<file path="config.mk">
export PLATFORM = sky130hd
export DESIGN_NAME = uart_frame_rx
export DESIGN_NICKNAME = d
export VERILOG_FILES = /design/src/rtl/uart_frame_rx.sv
export SDC_FILE = /design/constraint.sdc
export NUM_CORES = 1
export LEC_CHECK = 0
export CORE_ASPECT_RATIO = 1.4
export CORE_MARGIN = 2
export CORE_UTILIZATION = 45
export CTS_BUF_LIST = sky130_fd_sc_hd__clkbuf_2 sky130_fd_sc_hd__clkbuf_4 sky130_fd_sc_hd__clkbuf_8
export DETAILED_ROUTE_END_ITERATION = 10
export PLACE_DENSITY = 0.72
export SLEW_MARGIN = 20
export SYNTH_ARGS = -nofsm -noshare
export SYNTH_HDL_FRONTEND = slang
export SYNTH_SLANG_ARGS = --single-unit
</file>
<file path="constraint.sdc">
create_clock -name clk -period 4.5 [get_ports clk]
set_input_delay 1.35 -clock clk [delete_from_list [all_inputs] [get_ports clk]]
set_output_delay 1.35 -clock clk [all_outputs]
set_load 0.005 [all_outputs]
</file>
<file path="src/rtl/uart_frame_rx.sv">
// UART frame receiver: 8 data bits LSB first, one parity bit, one stop bit.
// Define PARITY_CHECK_EN to flag even-parity mismatches on parity_err.
module uart_frame_rx #(
    parameter int CLK_FREQ   = 100_000_000,
    parameter int BAUD       = 115200,
    parameter int OVERSAMPLE = 16
) (
    input  logic       clk,
    input  logic       rst,
    input  logic       rx,
    output logic [8:0] frame,
    output logic       frame_valid,
    output logic       frame_err,
    output logic       parity_err,
    output logic       busy
);
    localparam int TICK_DIV = CLK_FREQ / (BAUD * OVERSAMPLE);
    localparam int TW = (TICK_DIV > 1) ? $clog2(TICK_DIV) : 1;
    localparam int SW = $clog2(OVERSAMPLE);
    localparam logic [TW-1:0] TICK_LAST = TW'(TICK_DIV - 1);
    localparam logic [SW-1:0] SAMP_MID  = SW'(OVERSAMPLE / 2 - 1);
    localparam logic [SW-1:0] SAMP_LAST = SW'(OVERSAMPLE - 1);

    typedef enum logic [2:0] {
        S_IDLE, S_START, S_DATA, S_PARITY, S_STOP, S_BREAK
    } state_t;

    state_t        state_q, state_d;
    logic          rx_s1_q, rx_s2_q;
    logic [TW-1:0] tick_cnt_q, tick_cnt_d;
    logic [SW-1:0] samp_q, samp_d;
    logic [2:0]    bit_q, bit_d;
    logic [7:0]    shift_q, shift_d;
    logic          par_q, par_d;
    logic [8:0]    frame_q, frame_d;
    logic          fv_q, fv_d;
    logic          fe_q, fe_d;
    logic          pe_q, pe_d;
    logic          busy_q, busy_d;

    logic          tick;
    logic          centre;
    logic [8:0]    frame_nxt;

    assign tick      = (tick_cnt_q == TICK_LAST);
    assign centre    = tick && (samp_q == SAMP_LAST);
    assign frame_nxt = {par_q, shift_q};

    always_comb begin
        state_d    = state_q;
        tick_cnt_d = tick ? '0 : tick_cnt_q + 1'b1;
        samp_d     = samp_q;
        bit_d      = bit_q;
        shift_d    = shift_q;
        par_d      = par_q;
        frame_d    = frame_q;
        fv_d       = 1'b0;
        fe_d       = 1'b0;
        pe_d       = 1'b0;
        busy_d     = busy_q;

        if (tick && state_q != S_IDLE && state_q != S_BREAK) begin
            samp_d = (samp_q == SAMP_LAST) ? '0 : samp_q + 1'b1;
        end

        unique case (state_q)
            S_IDLE: begin
                // Restart the bit clock so sampling phase follows the falling edge.
                if (!rx_s2_q) begin
                    state_d    = S_START;
                    tick_cnt_d = '0;
                    samp_d     = '0;
                end
            end
            S_START: begin
                if (tick && samp_q == SAMP_MID) begin
                    if (!rx_s2_q) begin
                        state_d    = S_DATA;
                        tick_cnt_d = '0;
                        samp_d     = '0;
                        bit_d      = '0;
                        busy_d     = 1'b1;
                    end else begin
                        state_d = S_IDLE;
                    end
                end
            end
            S_DATA: begin
                if (centre) begin
                    shift_d = {rx_s2_q, shift_q[7:1]};
                    bit_d   = bit_q + 1'b1;
                    if (bit_q == 3'd7) begin
                        state_d = S_PARITY;
                    end
                end
            end
            S_PARITY: begin
                if (centre) begin
                    par_d   = rx_s2_q;
                    state_d = S_STOP;
                end
            end
            S_STOP: begin
                if (centre) begin
                    busy_d = 1'b0;
                    if (rx_s2_q) begin
                        frame_d = frame_nxt;
                        fv_d    = 1'b1;
`ifdef PARITY_CHECK_EN
                        pe_d    = ^frame_nxt;
`else
                        pe_d    = 1'b0;
`endif
                        state_d = S_IDLE;
                    end else begin
                        fe_d    = 1'b1;
                        state_d = S_BREAK;
                    end
                end
            end
            S_BREAK: begin
                if (rx_s2_q) begin
                    state_d = S_IDLE;
                end
            end
            default: state_d = S_IDLE;
        endcase
    end

    always_ff @(posedge clk) begin
        if (rst) begin
            state_q    <= S_IDLE;
            rx_s1_q    <= 1'b1;
            rx_s2_q    <= 1'b1;
            tick_cnt_q <= '0;
            samp_q     <= '0;
            bit_q      <= '0;
            shift_q    <= '0;
            par_q      <= 1'b0;
            frame_q    <= '0;
            fv_q       <= 1'b0;
            fe_q       <= 1'b0;
            pe_q       <= 1'b0;
            busy_q     <= 1'b0;
        end else begin
            state_q    <= state_d;
            rx_s1_q    <= rx;
            rx_s2_q    <= rx_s1_q;
            tick_cnt_q <= tick_cnt_d;
            samp_q     <= samp_d;
            bit_q      <= bit_d;
            shift_q    <= shift_d;
            par_q      <= par_d;
            frame_q    <= frame_d;
            fv_q       <= fv_d;
            fe_q       <= fe_d;
            pe_q       <= pe_d;
            busy_q     <= busy_d;
        end
    end

    assign frame       = frame_q;
    assign frame_valid = fv_q;
    assign frame_err   = fe_q;
    assign parity_err  = pe_q;
    assign busy        = busy_q;
endmodule

</file>
==> results.yml <==
setup_path:
  critPathTopFamily: "buffers and inverters"
  crit_required_ns: 3.15
  critPathArrivalTime_ns: 1.14
  r2r_setup_slack_ns: 2.50
  cpMaxStageDelayCell: "clkdlybuf4s50_1"
  cp_max_fo: 2
  cp_cell_sequence: "clkdlybuf4s50_1"
  cp-start-kind: "flop"
  rr_endpoint: "frame[3]$_SDFFE_PP0P_"
  end_kind: "output port"
  r2r.worst_path.cells: 5
  path_buf_inv: 1
  r2r-start: "samp_q[0]$_SDFF_PP0_"
  crit_type: "flop to output port"
  critPathMaxStageDelay_ns: 0.51
final_layout:
  final_cells: 241
  drive_above_1_share_pct: 8.543
  antenna_cells: 0
  syn2layout_area_growth_pct: 13.19
  nNetsFinal: 206
  fill_cells: 342
  mostFrequentLayoutCells: "39 x dfxtp_1, 27 x nor2_1, 19 x mux2i_1, 13 x clkdlybuf4s50_1, 9 x nand2_1"
  final_common_cell: "dfxtp_1"
clock_tree:
  cts_tree: "yes"
  cts.hold.buffers_added: 0
  cts_buffer_depth: 2
  cts.repair.resized: 0
  cts.htree.levels: 2
  clk_latency_ns: 0.29
  cts_sinks: 39
  postCtsSetupBuffers: 0
  path_clk_slew_ns: 0.07
  numCtsBuffers: 5
  cts_root_buf: "clkbuf_8"
sta:
  rsz0062_at_grt: "false"
  final.setup.tns_ns: 0
  fmax_ghz: 0.4017
  tightest_slew_ns: 0.5269
  skew_ns: 0.006107
  final-setup-viol-count: 0
  hold_violations: 0
  fin_crit_ns: 2.490
  maxSlewViolCount: 0
  slew_headroom_pct: 64.60
  min_period_over_period_pct: 55.32
synth:
  syn_nets: 195
  synth-seq-cells: 39
  avgSynthCellArea_sq_um: 9.334
  yosysTopAreaCell: "dfxtp_1"
  netlist_area_sq_um: 1745
  ys_top_cells_by_area: "dfxtp_1 45%, mux2i_1 11%, nor2_1 5.8%"
  synth_edf_count: 0
  synth_top_area_share_pct: 44.73
  synthCells: 187
  synth.distinct_cells: 43
  seq_area_frac_synth_pct: 44.73
  yosys_most_used_dff: "dfxtp_1"
  yosysWarnings: 0
  synth_async_sr_flop_share_pct: 0
power_and_ir_drop:
  p_clk_share_pct: 38.7
  combinationalPowerShare_pct: 3.9
  p_int_uw: 480.0
  swShare_pct: 22.51
  p_leak_nw: 0.7958
  ir_drop_v: 0.0002812
  seqPwrFrac_pct: 57.4
  p_switching_uw: 139.4
  power_uw: 619.5
  p_per_area_nw_per_um2: 313.5
place:
  dp_hpwl_um: 2321
  dp_cells: 233
  place_congestion: 0.8597
  io_buffers: 14
route:
  first_pass_iters: 4
  viasPerCell: 5.585
  drc: 0
  vias: 1346
  drt_iter0_drc: 60
  post_drt_wl_per_cell_um: 14.02
  drt_wl_total_um: 3378
  ant_nets: 0
flow_run:
  max_cap_violations: 0
floorplanning:
  fp.coreArea_sq_um: 3676
  rows: 26
  dieArea_sq_um: 4400
  start_util_pct: 47.48
  fp.dieH_um: 77.69
  pin_count: 16
  die_w_um: 56.64
global_routing:
  grt_max_degree: 36
  grt_use_total_pct: 16.51
  overflow: 0
  grt_pass1_wl_um: 5844
  first_global_vias: 1368
  antenna_found_initial: 0
status:
  outcome: "finished clean"
hold_path:
  hold_path_class: "flop to flop"
  hold_start: "rx_s1_q$_SDFF_PP1_"
  hold_depth: 1
  whs_endpoint: "rx_s2_q$_SDFF_PP1_"
-- power groups by stage --
stage	Clock, mW	Sequential (mW)	Combinational (mW)
after floorplan	0	0.360	0.0215
after global placement	0	0.363	0.0231
after detailed placement	0	0.364	0.0242
after CTS	0.244	0.356	0.0246
after global routing	0.259	0.357	0.0271
final	0.240	0.356	0.0241
-- routing by layer --
layer  share of wire, %  GRT usage (%)
met2                 51          29.30
met4                2.3          6.905
met1                 44          18.31
met3                3.0          4.167
met5                  0              0
-- metrics by stage --
step | setup WS, ns | util (%) | hold WS [ns] | instance area (sq um)
2_1_floorplan | 2.436 | - | 0.3895 | 1745
3_3_place_gp | 1.415 | 51.46 | 0.3907 | 1892
3_5_place_dp | 1.326 | 51.46 | 0.3982 | 1892
4_1_cts | 1.646 | 53.88 | 0.4151 | 1981
5_1_grt | 1.972 | 53.74 | 0.4448 | 1976
6_report | 2.010 | 53.74 | 0.4103 | 1976
-- how the worst max path moves through the flow --
stage,to,slack (ns),from,depth (start not counted)
after floorplan,rx_s1_q$_SDFF_PP1_,2.44,rst,3
after global placement,tick_cnt_q[3]$_SDFF_PP0_,1.42,rst,3
after detailed placement,tick_cnt_q[4]$_SDFF_PP0_,1.33,rst,3
after CTS,tick_cnt_q[4]$_SDFF_PP0_,1.65,rst,3
final,frame[8],2.01,frame[8]$_SDFFE_PP0P_,1
after global routing,frame[0],1.97,frame[0]$_SDFFE_PP0P_,1
-- cell families after synthesis --
group / after synthesis / synth area share (%)
xor+xnor: 6 / 3.011
buf+inv: 16 / 4.516
mux: 19 / 10.90
compound gates: 25 / 9.463
other cells: 1 / 0.2148
flops: 39 / 44.73
simple gates: 76 / 23.58
fa+ha+maj: 5 / 3.584
-- cell usage after synthesis (2+ instances only) --
cell / n
a21o_1: 2
a21oi_1: 6
a31oi_1: 3
and3_1: 2
buf_4: 3
clkbuf_1: 7
dfxtp_1: 39
ha_1: 5
inv_1: 5
mux2i_1: 19
nand2_1: 9
nand2b_1: 4
nand3_1: 3
nand3b_1: 7
nand4_1: 3
nor2_1: 27
nor2b_1: 3
nor3_1: 3
nor4_1: 2
o21ai_0: 5
or2_2: 2
or3_1: 2
or4_1: 2
xnor2_1: 3
xor2_1: 3
-- flip-flops by register name, indices dropped and copies added (netlist names) --
register	flops
state_q	3
shift_q	8
busy	1
samp_q	4
frame_valid	1
rx_s1_q	1
bit_q	3
rx_s2_q	1
par_q	1
frame	9
tick_cnt_q	6
frame_err	1
-- worst reg2reg max path, delay by kind of cell (launching register included) --
kind / cells / cell delay [ns]
multiplexers: 1 / 0.19
flip-flops: 1 / 0.38
AND/OR/NAND/NOR: 3 / 1.07
adder cells (fa/ha/maj): 1 / 0.23
-- area by class of cell --
class	count	area (sq um)	share of cell area [%]
multi-input cells	132	892.1	45.16
flip-flops and latches	39	780.7	39.52
repair buffers	15	142.6	7.220
clock buffers	7	83.83	4.243
well taps	42	52.55	2.660
inverters	5	18.77	0.9500
clock inverters	1	5.005	0.2533
Power figures use the tool's default switching activity.
